## src/rtl/seven_segment_scan_if.sv

```systemverilog
// Signal bundle between a display controller and the seven-segment scan driver:
// value/load/blanking inputs towards the driver, scan outputs back to the consumer.
interface seven_segment_scan_if #(
    parameter int DIGITS = 4
) ();
    localparam int IDXW = $clog2(DIGITS);

    logic                  load;
    logic [4*DIGITS-1:0]   value;
    logic [DIGITS-1:0]     dp_in;
    logic                  blank_lz;

    logic [3:0]            num;
    logic [DIGITS-1:0]     an;
    logic                  dp;
    logic [IDXW-1:0]       idx;
    logic                  frame;

    modport master (
        output load, value, dp_in, blank_lz,
        input  num, an, dp, idx, frame
    );

    modport slave (
        input  load, value, dp_in, blank_lz,
        output num, an, dp, idx, frame
    );
endinterface

```

## src/rtl/seven_segment_scan.sv

```systemverilog
// Time-multiplexed scan driver for a common-anode seven-segment display with
// frame-synchronous double-buffered value updates and optional leading-zero blanking.
module seven_segment_scan #(
    parameter int  DIGITS      = 4,
    parameter int  REFRESH_DIV = 50000,
    localparam int IDXW        = $clog2(DIGITS)
) (
    input  logic                clk,
    input  logic                rst,
    seven_segment_scan_if.slave bus
);
    localparam int CNTW = (REFRESH_DIV > 1) ? $clog2(REFRESH_DIV) : 1;
    localparam int VALW = 4 * DIGITS;

    logic [CNTW-1:0]   cnt_q, cnt_d;
    logic [IDXW-1:0]   idx_q, idx_d;
    logic [VALW-1:0]   sh_val_q, sh_val_d;
    logic [DIGITS-1:0] sh_dp_q, sh_dp_d;
    logic [VALW-1:0]   d_val_q, d_val_d;
    logic [DIGITS-1:0] d_dp_q, d_dp_d;
    logic              pending_q, pending_d;
    logic              wrap_q, wrap_d;

    logic [3:0]        num_q, num_d;
    logic [DIGITS-1:0] an_q, an_d;
    logic              dp_q, dp_d;
    logic [IDXW-1:0]   idx_out_q, idx_out_d;
    logic              frame_q, frame_d;

    logic              tick_s;
    logic              last_digit_s;
    logic              wrap_s;
    logic [DIGITS-1:0] upper_zero_s;
    logic [DIGITS-1:0] an_sel_s;
    logic [3:0]        nib_s;
    logic              dp_bit_s;
    logic              sel_zero_s;
    logic              blank_s;

    // Dwell prescaler, digit index and frame-wrap detection.
    always_comb begin
        tick_s       = (cnt_q == CNTW'(REFRESH_DIV - 1));
        last_digit_s = (idx_q == IDXW'(DIGITS - 1));
        wrap_s       = tick_s && last_digit_s;
        cnt_d        = cnt_q;
        idx_d        = idx_q;
        if (tick_s) begin
            cnt_d = '0;
            if (last_digit_s) begin
                idx_d = '0;
            end else begin
                idx_d = idx_q + 1'b1;
            end
        end else begin
            cnt_d = cnt_q + 1'b1;
        end
    end

    // Shadow/display buffering; a load coinciding with the wrap bypasses the shadow.
    always_comb begin
        sh_val_d  = sh_val_q;
        sh_dp_d   = sh_dp_q;
        d_val_d   = d_val_q;
        d_dp_d    = d_dp_q;
        pending_d = pending_q;
        if (bus.load) begin
            sh_val_d = bus.value;
            sh_dp_d  = bus.dp_in;
        end else begin
            sh_val_d = sh_val_q;
            sh_dp_d  = sh_dp_q;
        end
        if (wrap_s && bus.load) begin
            d_val_d   = bus.value;
            d_dp_d    = bus.dp_in;
            pending_d = 1'b0;
        end else if (wrap_s && pending_q) begin
            d_val_d   = sh_val_q;
            d_dp_d    = sh_dp_q;
            pending_d = 1'b0;
        end else if (bus.load) begin
            pending_d = 1'b1;
        end else begin
            pending_d = pending_q;
        end
    end

    // Current-digit selection and leading-zero detection over the displayed value.
    always_comb begin
        upper_zero_s           = '0;
        an_sel_s               = '1;
        nib_s                  = 4'h0;
        dp_bit_s               = 1'b0;
        sel_zero_s             = 1'b0;
        upper_zero_s[DIGITS-1] = (d_val_q[VALW-1 -: 4] == 4'h0);
        for (int i = DIGITS - 2; i >= 0; i--) begin
            upper_zero_s[i] = upper_zero_s[i+1] && (d_val_q[4*i +: 4] == 4'h0);
        end
        for (int i = 0; i < DIGITS; i++) begin
            if (idx_q == IDXW'(i)) begin
                nib_s       = d_val_q[4*i +: 4];
                dp_bit_s    = d_dp_q[i];
                an_sel_s[i] = 1'b0;
                sel_zero_s  = upper_zero_s[i];
            end else begin
                an_sel_s[i] = 1'b1;
            end
        end
        if (bus.blank_lz && (idx_q != '0) && sel_zero_s) begin
            blank_s = 1'b1;
        end else begin
            blank_s = 1'b0;
        end
    end

    // Next output values; frame trails the wrap by two edges so it lines up with digit 0 on an.
    always_comb begin
        num_d     = nib_s;
        idx_out_d = idx_q;
        wrap_d    = wrap_s;
        frame_d   = wrap_q;
        if (blank_s) begin
            an_d = '1;
            dp_d = 1'b1;
        end else begin
            an_d = an_sel_s;
            dp_d = ~dp_bit_s;
        end
    end

    // State and output registers with synchronous reset.
    always_ff @(posedge clk) begin
        if (rst) begin
            cnt_q     <= '0;
            idx_q     <= '0;
            sh_val_q  <= '0;
            sh_dp_q   <= '0;
            d_val_q   <= '0;
            d_dp_q    <= '0;
            pending_q <= 1'b0;
            wrap_q    <= 1'b0;
            num_q     <= 4'h0;
            an_q      <= '1;
            dp_q      <= 1'b1;
            idx_out_q <= '0;
            frame_q   <= 1'b0;
        end else begin
            cnt_q     <= cnt_d;
            idx_q     <= idx_d;
            sh_val_q  <= sh_val_d;
            sh_dp_q   <= sh_dp_d;
            d_val_q   <= d_val_d;
            d_dp_q    <= d_dp_d;
            pending_q <= pending_d;
            wrap_q    <= wrap_d;
            num_q     <= num_d;
            an_q      <= an_d;
            dp_q      <= dp_d;
            idx_out_q <= idx_out_d;
            frame_q   <= frame_d;
        end
    end

    assign bus.num   = num_q;
    assign bus.an    = an_q;
    assign bus.dp    = dp_q;
    assign bus.idx   = idx_out_q;
    assign bus.frame = frame_q;

endmodule

```

## src/flat_wrapper.sv

```systemverilog
// flat-port wrapper written by rule: the top's interface ports become plain ports
module seven_segment_scan_flat 
#(
    parameter int  DIGITS      = 4,
    parameter int  REFRESH_DIV = 50000,
    localparam int IDXW        = $clog2(DIGITS)
)
  (clk, rst, bus_load, bus_value, bus_dp_in, bus_blank_lz, bus_num, bus_an, bus_dp, bus_idx, bus_frame);
  seven_segment_scan_if #(.DIGITS(DIGITS)) bus_i ();
  input  logic clk;
  input  logic rst;
  input wire logic [$bits(bus_i.load)-1:0] bus_load;
  input wire logic [$bits(bus_i.value)-1:0] bus_value;
  input wire logic [$bits(bus_i.dp_in)-1:0] bus_dp_in;
  input wire logic [$bits(bus_i.blank_lz)-1:0] bus_blank_lz;
  output wire logic [$bits(bus_i.num)-1:0] bus_num;
  output wire logic [$bits(bus_i.an)-1:0] bus_an;
  output wire logic [$bits(bus_i.dp)-1:0] bus_dp;
  output wire logic [$bits(bus_i.idx)-1:0] bus_idx;
  output wire logic [$bits(bus_i.frame)-1:0] bus_frame;
  assign bus_i.load = bus_load;
  assign bus_i.value = bus_value;
  assign bus_i.dp_in = bus_dp_in;
  assign bus_i.blank_lz = bus_blank_lz;
  assign bus_num = bus_i.num;
  assign bus_an = bus_i.an;
  assign bus_dp = bus_i.dp;
  assign bus_idx = bus_i.idx;
  assign bus_frame = bus_i.frame;
  seven_segment_scan #(.DIGITS(DIGITS), .REFRESH_DIV(REFRESH_DIV)) u_core (.clk(clk), .rst(rst), .bus(bus_i));
endmodule
```

## config.mk

```make
export PLATFORM = sky130hd
export DESIGN_NAME = seven_segment_scan_flat
export DESIGN_NICKNAME = d
export VERILOG_FILES = /design/src/rtl/seven_segment_scan_if.sv /design/src/rtl/seven_segment_scan.sv /design/src/flat_wrapper.sv
export SDC_FILE = /design/constraint.sdc
export NUM_CORES = 1
export LEC_CHECK = 0
export ABC_AREA = 0
export BUFFER_PORTS_ARGS = -buffer_cell sky130_fd_sc_hd__buf_2
export CORE_MARGIN = 5
export CORE_UTILIZATION = 45
export CTS_CLUSTER_DIAMETER = 60
export DETAILED_ROUTE_END_ITERATION = 7
export HOLD_SLACK_MARGIN = 0.08
export PLACE_DENSITY_LB_ADDON = 0.3
export SYNTH_ARGS = -nofsm -noshare
export SYNTH_HDL_FRONTEND = slang
export SYNTH_SLANG_ARGS = --single-unit
```

## constraint.sdc

```tcl
create_clock -name clk -period 3.4 [get_ports clk]
set_input_delay 0.34 -clock clk [delete_from_list [all_inputs] [get_ports clk]]
set_output_delay 0.34 -clock clk [all_outputs]
set_load 0.03 [all_outputs]
```

# Word level (Yosys, flattened, before mapping)
# Index checks and enable logic that the tools add are counted.
# totals
reg_bits	72
latch_bits	0
ramBits	0
rom_bits	0
output_inout_bits	12
elab_cells	60
mem_count	0
# classes
addsub	2
n_mul	0
n_div	0
order_cmp	0
eq_ne	4
shifts	0
muxes	22
bitwise_logic	1
n_reduce_logical	18
# ops
operator	n
$mux 16	2
$mux 4	6
$add 16x1->16 const B	1
$eq 16x16->1 const B	1
$logic_not 4->1	4
$mux 1	13
$logic_and 1x1->1	8
$eq 2x2->1 const B	2
$reduce_bool 2->1	2
$reduce_or 2->1	2
$reduce_or 3->1	1
$add 2x1->2 const B	1
$eq 2x1->1 const B	1
$logic_not 2->1	1
$mux 2	1
$not 1->1	1

# Depth between registers and ports, before layout
# Gate-level depths: netlist (run 1).
# logic_depth
depth_word	11
depth_mapped	8
depth_no_buf	6

# Least setup slack after synthesis (run 1)
# OpenSTA, ideal clock, no wires.
# synth_path
path_type	reg-to-reg
startpoint	register u_core.cnt_q[10]
endpoint	register u_core.d_dp_q[0]
arrival_ns	2.253
required_ns	3.279
path_slack_ns	1.026
path_stages_with_launch	7
synth_period_minus_slack_ns	2.374
path_cell_list	dfxtp_1 or4_1 or4_1 buf_2 or3b_4 buf_6 mux2_4
# synth_via
elab_chain_len	4
elab_cells_between_ends	6
classes_between	1 x eq/ne; 1 x mux; 4 x reduce/logical
# synth_rtl
item	line	source
from (decl)	seven_segment_scan.sv:15	logic [CNTW-1:0] cnt_q, cnt_d;
from (signal assigned)	seven_segment_scan.sv:148	cnt_q <= cnt_d;
$eq 16x16->1 (*)	seven_segment_scan.sv:42	tick_s = (cnt_q == CNTW'(REFRESH_DIV - 1));
$logic_and 1x1->1 (*)	seven_segment_scan.sv:44	wrap_s = tick_s && last_digit_s;
$logic_and 1x1->1, on equally long branches	seven_segment_scan.sv:73, seven_segment_scan.sv:77	
$mux 4 or $reduce_bool 2->1 (tied branches)	n/a	
to (signal assigned)	seven_segment_scan.sv:153	d_dp_q <= d_dp_d;
to (decl)	seven_segment_scan.sv:20	logic [DIGITS-1:0] d_dp_q, d_dp_d;
# Every way passes the cells marked *; elsewhere a longest branch is shown, timed or not.
# A chain may end at the register's enable or synchronous reset.

# Worst setup path in the final report (run 1)
# layout_path
startpoint	register u_core.cnt_q[0]
endpoint	register u_core.d_val_q[11]
# layout_via
elab_chain_len	4
elab_cells_between_ends	6
classes_between	1 x eq/ne; 1 x mux; 4 x reduce/logical
# layout_rtl
item	line	source
$eq 16x16->1 (*)	seven_segment_scan.sv:42	
$logic_and 1x1->1 (*)	seven_segment_scan.sv:44	
$logic_and 1x1->1, on equally long branches	seven_segment_scan.sv:73, seven_segment_scan.sv:77	
$mux 16 or $reduce_bool 2->1 (tied branches)	n/a	
to (signal assigned)	seven_segment_scan.sv:152	d_val_q <= d_val_d;
to (decl)	seven_segment_scan.sv:19	logic [VALW-1:0] d_val_q, d_val_d;
# Marks and branches as above.

==> results.md, run 1 <==
* Finished Layout Cells at 409
* Post-synth EDFFs at 0
* Top delay family on crit path: simple AND/OR/NAND/NOR gates
* Max VDD drop at 0.0002370 V
* Max stage delay on crit path at 650 ps
* Final Skew at 9.095 ps
* Flops & latches, synth at 72
* Share of layout cells above drive strength 1 at 0.2229
* Synth Net Count at 326
* Critical path buffer and inverter count at 0
* Starting Density at 0.4664
* Starting DRT DRC Count at 118
* Final setup viols at 0
* Met2 Usage GRT at 0.1917
* CP arrival at 2780 ps
* Setup TNS at 0 ps
* TritonCTS clock tree: yes
* TritonCTS Buffers at 9
* H-tree depth at 3
* Crit start category: flop
* Global routing's busiest layer: met1
* Max-Cap Viols at 0
* Per-cell routed wire length at 13.09 µm
* Vias at 2,006
* Antenna violations before repair at 0
* # IOs at 36
* Place WS at 843.2 ps
* Vias in the first global route at 1,890
* Crit share post-route at 0.7501
* Hold WC Path Type: input pin to flop
* Largest net degree at the start of global routing at 59
* CTS root buffer: clkbuf_8
* DRT Pass-1 Iters at 4
* Reg clk slew, reported paths at 70 ps
* Hold_buf cts at 0
* Avg Cell Area, Syn at 10.09 µm²
* Total GRT Usage at 0.1366
* Netlist cell types at 39
* Final Hold Viols at 0
* YS warnings at 0
* Slew headroom at 0.3585
* # Post-CTS Setup Buffers at 0
* First-pass GRT wire length at 9183 µm
* Met1 usage at 0.1925
* Detailed Place HPWL at 3633 µm
* RSZ-0062 raised after global routing: no
* Area grow syn2layout at 12.95%
* Die span in x at 91.59 µm
* Vias per cell at 4.905
* PostCTS Resize Cnt at 0
* Overflow after GRT at 0
* N_diodes at 0
* Met3 Track Usage GR at 0.03719
* Highest-delay cell along the critical path: or4_1
* Post-synth top flop: dfxtp_1
* # DRC at 0
* Antenna Nets Post-Route at 0
* Critical Path End Type: flop
* Buffers on Ports at 35
* Max Slew Vio Count at 0
* Worst Path Required at 3630 ps
* Core Region at 0.006422 mm²
* Fin nets at 356
* Worst Slack Setup Final at 849.8 ps
* Achievable Freq at 392.1 MHz
* Maximum clock insertion buffer count at 2
* Latest clock arrival within the worst-skew pair at 340 ps
* Crit path kind: flop to flop
* Die area at 0.008388 mm²
* Post-Place Cells at 393
* Die height at 91.59 µm
* LEAKAGE at 1.447 nW
* Outcome: finished clean
* Mapped Area at 0.002995 mm²
* Wirelength, routed at 5353 µm
* Sink Count at 72
* Async SR Flop Fraction at 0
* Final-layout fill cell count at 580
* Row count at 29
* CP max FO at 20
* Pin slew with the least headroom to its limit at 962.2 ps
* P per Cell Area at 467.4 mW/mm²
* Routability cong. at 0.8303
* Sequential area share after synthesis at 0.4812
* Min cycle time layout at 2550 ps
* Post-synthesis cell count at 297
* Cells along the critical path: ha_1, nand4b_1, or4_1, or3b_4, mux2_4
-- synthesized netlist by cell type, types with 2 or more instances --
master	n	area [µm²]
nand2b_1	2	12.51
clkbuf_1	11	41.29
nand3b_1	7	52.55
or4_1	3	22.52
xnor2_1	12	105.1
o22ai_1	4	25.02
nand2_1	14	52.55
nand3_1	6	30.03
a21oi_1	12	60.06
nand4_1	3	18.77
nor4_1	7	43.79
nor3_1	4	20.02
nor2b_1	20	125.1
dfxtp_1	72	1441
inv_1	8	30.03
ha_1	5	62.56
nor2_1	43	161.4
buf_6	2	22.52
mux2_4	20	300.3
mux2i_1	21	210.2
buf_1	3	11.26
-- flip-flops by register name (all words and copies together) (netlist names) --
signal	cells
u_core.bus.an	4
u_core.bus.dp	1
u_core.bus.frame	1
u_core.bus.idx	2
u_core.bus.num	4
u_core.cnt_q	16
u_core.d_dp_q	4
u_core.d_val_q	16
u_core.frame_d	1
u_core.idx_out_d	2
u_core.pending_q	1
u_core.sh_dp_q	4
u_core.sh_val_q	16
-- metrics by stage --
| stage | utilization | power (W) | hold slack (ps) | cell area [µm²] |
|---|---|---|---|---|
| finish | 0.5268 | 0.001581 | 282.0 | 3383 |
| global route | 0.5268 | 0.001655 | 298.8 | 3383 |
| CTS | 0.5268 | 0.001603 | 270.1 | 3383 |
| detailed placement | 0.4974 | 0.0009594 | 431.4 | 3194 |
| global placement | 0.4974 | 0.0009568 | 427.5 | 3194 |
| floorplan | - | 0.0009346 | 413.8 | 2995 |
-- layout by cell type, fill, tap and decap left out, drive strengths merged, types with 4 or more instances in the layout --
master and n:
xnor2 12, nor3 4, nor4 7, buf 36
a21oi 12, nand3 6, clkbuf 11, clkinv 4
nand2 14, nand3b 7, o22ai 4, ha 5
dfxtp 72, inv 8, mux2i 21, nor2b 20
nor2 43, mux2 20
-- area by class of cell --
class | instances | area [µm²] | area share
Multi-Input combinational cell | 200 | 1444 | 0.4268
Sequential cell | 72 | 1441 | 0.4260
Timing Repair Buffer | 36 | 182.7 | 0.05399
Clock buffer | 11 | 131.4 | 0.03883
Tap cell | 77 | 96.34 | 0.02848
Clock inverter | 5 | 57.56 | 0.01701
Inverter | 8 | 30.03 | 0.008876
-- path summary, 6_finish.rpt --
| check | from | end | slack [ps] | depth (start not counted) |
|---|---|---|---|---|
| max | u_core.cnt_q[0]$_SDFF_PP0_ | u_core.d_val_q[11]$_SDFFE_PP0P_ | 850 | 5 |
| min | bus_value[6] | u_core.sh_val_q[6]$_SDFFE_PP0P_ | 280 | 3 |
| max reg2reg | u_core.cnt_q[0]$_SDFF_PP0_ | u_core.d_val_q[11]$_SDFFE_PP0P_ | 850 | 5 |
| min reg2reg | u_core.frame_d$_SDFF_PP0_ | u_core.bus.frame$_SDFF_PP0_ | 440 | 1 |
-- layer usage --
layer | vias up | share of wire
met5 | - | 0
met4 | 0 | 0.018
met3 | 10 | 0.044
met2 | 38 | 0.41
met1 | 889 | 0.52
li1 | 1069 | -
-- worst register-to-register path, stage by stage (launching register included) --
cell and delay [ps]:
dfxtp_1 380, ha_1 280, nand4b_1 160, or4_1 650, or3b_4 610, mux2_4 350
-- report_power, final --
group / total (W) / internal, W / switching [W]
Combinational: 0.0000708 / 0.0000306 / 0.0000403
Clock: 0.000642 / 0.000339 / 0.000303
Sequential: 0.000868 / 0.000861 / 0.00000693
-- cell families (layout without fill, tap and decap cells) --
logic type	count (synthesis)	in the layout	synth area share
xor+xnor	13	13	0.03801
flops	72	72	0.4812
buf+inv	25	60	0.03676
compound gates	21	21	0.04052
fa+ha+maj	5	5	0.02089
mux	41	41	0.1704
simple gates	120	120	0.2122
(Power assumes the default switching activity.)
==> inputs of run 2 (changes only) <==
--- a/config.mk
+++ b/config.mk
@@ -5,7 +5,7 @@
 export SDC_FILE = /design/constraint.sdc
 export NUM_CORES = 1
 export LEC_CHECK = 0
-export ABC_AREA = 0
+export ABC_AREA = 1
 export BUFFER_PORTS_ARGS = -buffer_cell sky130_fd_sc_hd__buf_2
 export CORE_MARGIN = 5
 export CORE_UTILIZATION = 45
==> constraint.sdc (replaced) <==
create_clock -name clk -period 2.4 [get_ports clk]
set_input_delay 0.24 -clock clk [delete_from_list [all_inputs] [get_ports clk]]
set_output_delay 0.24 -clock clk [all_outputs]
set_load 0.03 [all_outputs]
==> results.md, run 2 <==
* Share of the synthesized area in the top cell type at 0.4379 (was 0.4812)
* Post-synth top flop: dfxtp_1 (unchanged)
* Highest-delay cell along the critical path: dfxtp_1 (was or4_1)
* Async SR Flop Fraction at 0 (unchanged)
* Top post-synthesis cells by count: 118 x nand2_1, 76 x inv_1, 72 x dfxtp_1 (was 72 x dfxtp_1, 43 x nor2_1, 21 x mux2i_1)
* # IOs at 36 (unchanged)
* Row count at 31 (was 29)
* Top delay family on crit path: compound AO/OA/AOI/OAI gates (was simple AND/OR/NAND/NOR gates)
* Final Hold Viols at 0 (unchanged)
* Total GRT Usage at 0.1628 (was 0.1366)
* Maximum clock insertion buffer count at 2 (unchanged)
* Critical Path End Type: flop (unchanged)
* Synth Net Count at 518 (was 326)
* Largest net degree at the start of global routing at 41 (was 59)
* Vias per cell at 4.708 (was 4.905)
* Most common cell in the netlist: nand2_1 (was dfxtp_1)
* Reg clk slew, reported paths at 80 ps (was 70 ps)
* Die span in x at 95.53 µm (was 91.59 µm)
* Outcome: finished clean (unchanged)
* Avg Cell Area, Syn at 6.732 µm² (was 10.09 µm²)
* Core Region at 0.007176 mm² (was 0.006422 mm²)
* Fin nets at 548 (was 356)
* Sink Count at 72 (unchanged)
* # Post-CTS Setup Buffers at 0 (unchanged)
* Vias in the first global route at 2,803 (was 1,890)
* Final-layout fill cell count at 710 (was 580)
* Crit share post-route at 0.7067 (was 0.7501)
* Final Skew at 8.228 ps (was 9.095 ps)
* CTS root buffer: clkbuf_8 (unchanged)
* Overflow after GRT at 0 (unchanged)
* Achievable Freq at 589.6 MHz (was 392.1 MHz)
* Top cells by area, synth: dfxtp_1 44%, nand2_1 13%, inv_1 8.7% (was dfxtp_1 48%, mux2_4 10%, mux2i_1 7.0%)
* Critical path buffer and inverter count at 2 (was 0)
* Die height at 95.53 µm (was 91.59 µm)
* Place WS at 730.8 ps (was 843.2 ps)
* LEAKAGE at 1.808 nW (was 1.447 nW)
* TritonCTS Buffers at 9 (unchanged)
* Slew headroom at 0.6432 (was 0.3585)
* H-tree depth at 3 (unchanged)
* TritonCTS clock tree: yes (unchanged)
* N_diodes at 0 (unchanged)
* Setup TNS at 0 ps (unchanged)
* Most common cell after layout, fill and taps aside: nand2_1 (was dfxtp_1)
* Cells along the critical path: inv_1, ha_1, inv_1, o21ai_0, o21ai_0, o21ai_0, nand3_1 (was ha_1, nand4b_1, or4_1, or3b_4, mux2_4)
* DRT Pass-1 Iters at 4 (unchanged)
* Largest regs: u_core.cnt_q (16), u_core.d_val_q (16), u_core.sh_val_q (16) (unchanged)
* Per-cell routed wire length at 10.93 µm (was 13.09 µm)
* Final setup viols at 0 (unchanged)
* Detailed Place HPWL at 4685 µm (was 3633 µm)
* # DRC at 0 (unchanged)
* Pin slew with the least headroom to its limit at 533.9 ps (was 962.2 ps)
* Post-synth top area cell: dfxtp_1 (unchanged)
* Hold_buf cts at 0 (unchanged)
* Cell area after layout at 0.003774 mm² (was 0.003383 mm²)
* Max stage delay on crit path at 350 ps (was 650 ps)
* Hold WC Path Type: input pin to flop (unchanged)
* Routability cong. at 0.8409 (was 0.8303)
* Worst Path Required at 2620 ps (was 3630 ps)
* Crit start category: flop (unchanged)
* Placed cell area at 0.003521 mm² (was 0.003194 mm²)
* Netlist cell types at 26 (was 39)
* Post-synth EDFFs at 0 (unchanged)
* Antenna violations before repair at 0 (unchanged)
* CP dominant cell by count: o21ai_0
* Share of layout cells above drive strength 1 at 0.1374 (was 0.2229)
* Starting Density at 0.4588 (was 0.4664)
* Flops & latches, synth at 72 (unchanged)
* Max VDD drop at 0.0002735 V (was 0.0002370 V)
* Worst Slack Setup Final at 703.9 ps (was 849.8 ps)
* Max Slew Vio Count at 0 (unchanged)
* RSZ-0062 raised after global routing: no (unchanged)
* Crit path kind: flop to flop (unchanged)
* YS warnings at 0 (unchanged)
* Antenna Nets Post-Route at 0 (unchanged)
* Min cycle time layout at 1696 ps (was 2550 ps)
* Latest clock arrival within the worst-skew pair at 340 ps (about the same)
* Starting DRT DRC Count at 89 (was 118)
* PostCTS Resize Cnt at 0 (unchanged)
* Die area at 0.009126 mm² (was 0.008388 mm²)
* Wirelength, routed at 6812 µm (was 5353 µm)
* P per Cell Area at 673.4 mW/mm² (was 467.4 mW/mm²)
* CP max FO at 9 (was 20)
* Sequential area share after synthesis at 0.4379 (was 0.4812)
* Post-synthesis cell count at 489 (was 297)
* Most frequent cells in the layout: 118 x nand2_1, 76 x inv_1, 72 x dfxtp_1 (was 72 x dfxtp_1, 43 x nor2_1, 35 x buf_2)
* Buffers on Ports at 35 (unchanged)
* First-pass GRT wire length at 11,760 µm (was 9183 µm)
* Vias at 2,933 (was 2,006)
* Max-Cap Viols at 0 (unchanged)
* CP arrival at 1920 ps (was 2780 ps)
* Area grow syn2layout at 14.63% (was 12.95%)
* Mapped Area at 0.003292 mm² (was 0.002995 mm²)
-- run 2: cell count changes after synthesis, sizes merged, moves of 12 or more --
cell / delta
nand2: +104
mux2: -20
nand3: +12
nor2b: -20
o21ai: +28
xnor2: -12
inv: +78
nor2: +29
a21oi: +29
mux2i: -21
-- run 2: logic make-up after synthesis --
| kind of cell | share of synthesized area |
|---|---|
| AO/OA/AOI/OAI | 0.1155 |
| XOR/XNOR | 0.01064 |
| adder cells (fa/ha/maj) | 0.01900 |
| buffers and inverters | 0.1319 |
| flip-flops | 0.4379 |
| AND/OR/NAND/NOR | 0.2851 |
-- run 2: layout make-up --
class	instances	area, µm²	area share
clock buffer	10	137.6	0.03647
clock inverter	6	115.1	0.03050
inverter	87	326.6	0.08654
multi-input combinational	309	1416	0.3753
sequential	72	1441	0.3820
tap	99	123.9	0.03282
timing repair buffer	40	212.7	0.05637
-- run 2: power by group --
part           internal [W]  leakage (nW)  switching, W
Clock              0.000724         0.123      0.000468
Combinational     0.0000444          1.10     0.0000784
Sequential          0.00122         0.585    0.00000774
Total               0.00199          1.81      0.000554
-- run 2: final timing paths --
check | startpoint | endpoint | slack (ps) | cells past startpoint
min | bus_load | u_core.pending_q$_SDFFE_PP0P_ | 190 | 3
max reg2reg | u_core.idx_out_d[1]$_SDFFE_PP0P_ | u_core.bus.dp$_SDFF_PP1_ | 700 | 7
max | u_core.idx_out_d[1]$_SDFFE_PP0P_ | u_core.bus.dp$_SDFF_PP1_ | 700 | 7
min reg2reg | u_core.frame_d$_SDFF_PP0_ | u_core.bus.frame$_SDFF_PP0_ | 420 | 2
-- run 2: routing by layer --
metal,global-route usage,part of all wire,up-vias
met5,0,0,-
met4,0.07464,0.019,0
met3,0.03236,0.036,10
met2,0.2855,0.49,42
met1,0.1895,0.45,1321
li1,-,-,1560
-- run 2: worst min-delay path, cell delays in order --
cell	delay [ps]
buf_2	110
nor2_1	60
nor2_1	90
-- run 2: stage by stage --
stage | hold WS [ps] | instances | power, W | util
after floorplan | 385.0 | 489 | 0.001339 | -
after global placement | 396.1 | 607 | 0.001372 | 0.4907
after detailed placement | 408.0 | 607 | 0.001377 | 0.4907
after CTS | 182.6 | 623 | 0.002561 | 0.5259
after global routing | 217.2 | 623 | 0.002640 | 0.5259
final | 187.4 | 623 | 0.002541 | 0.5259
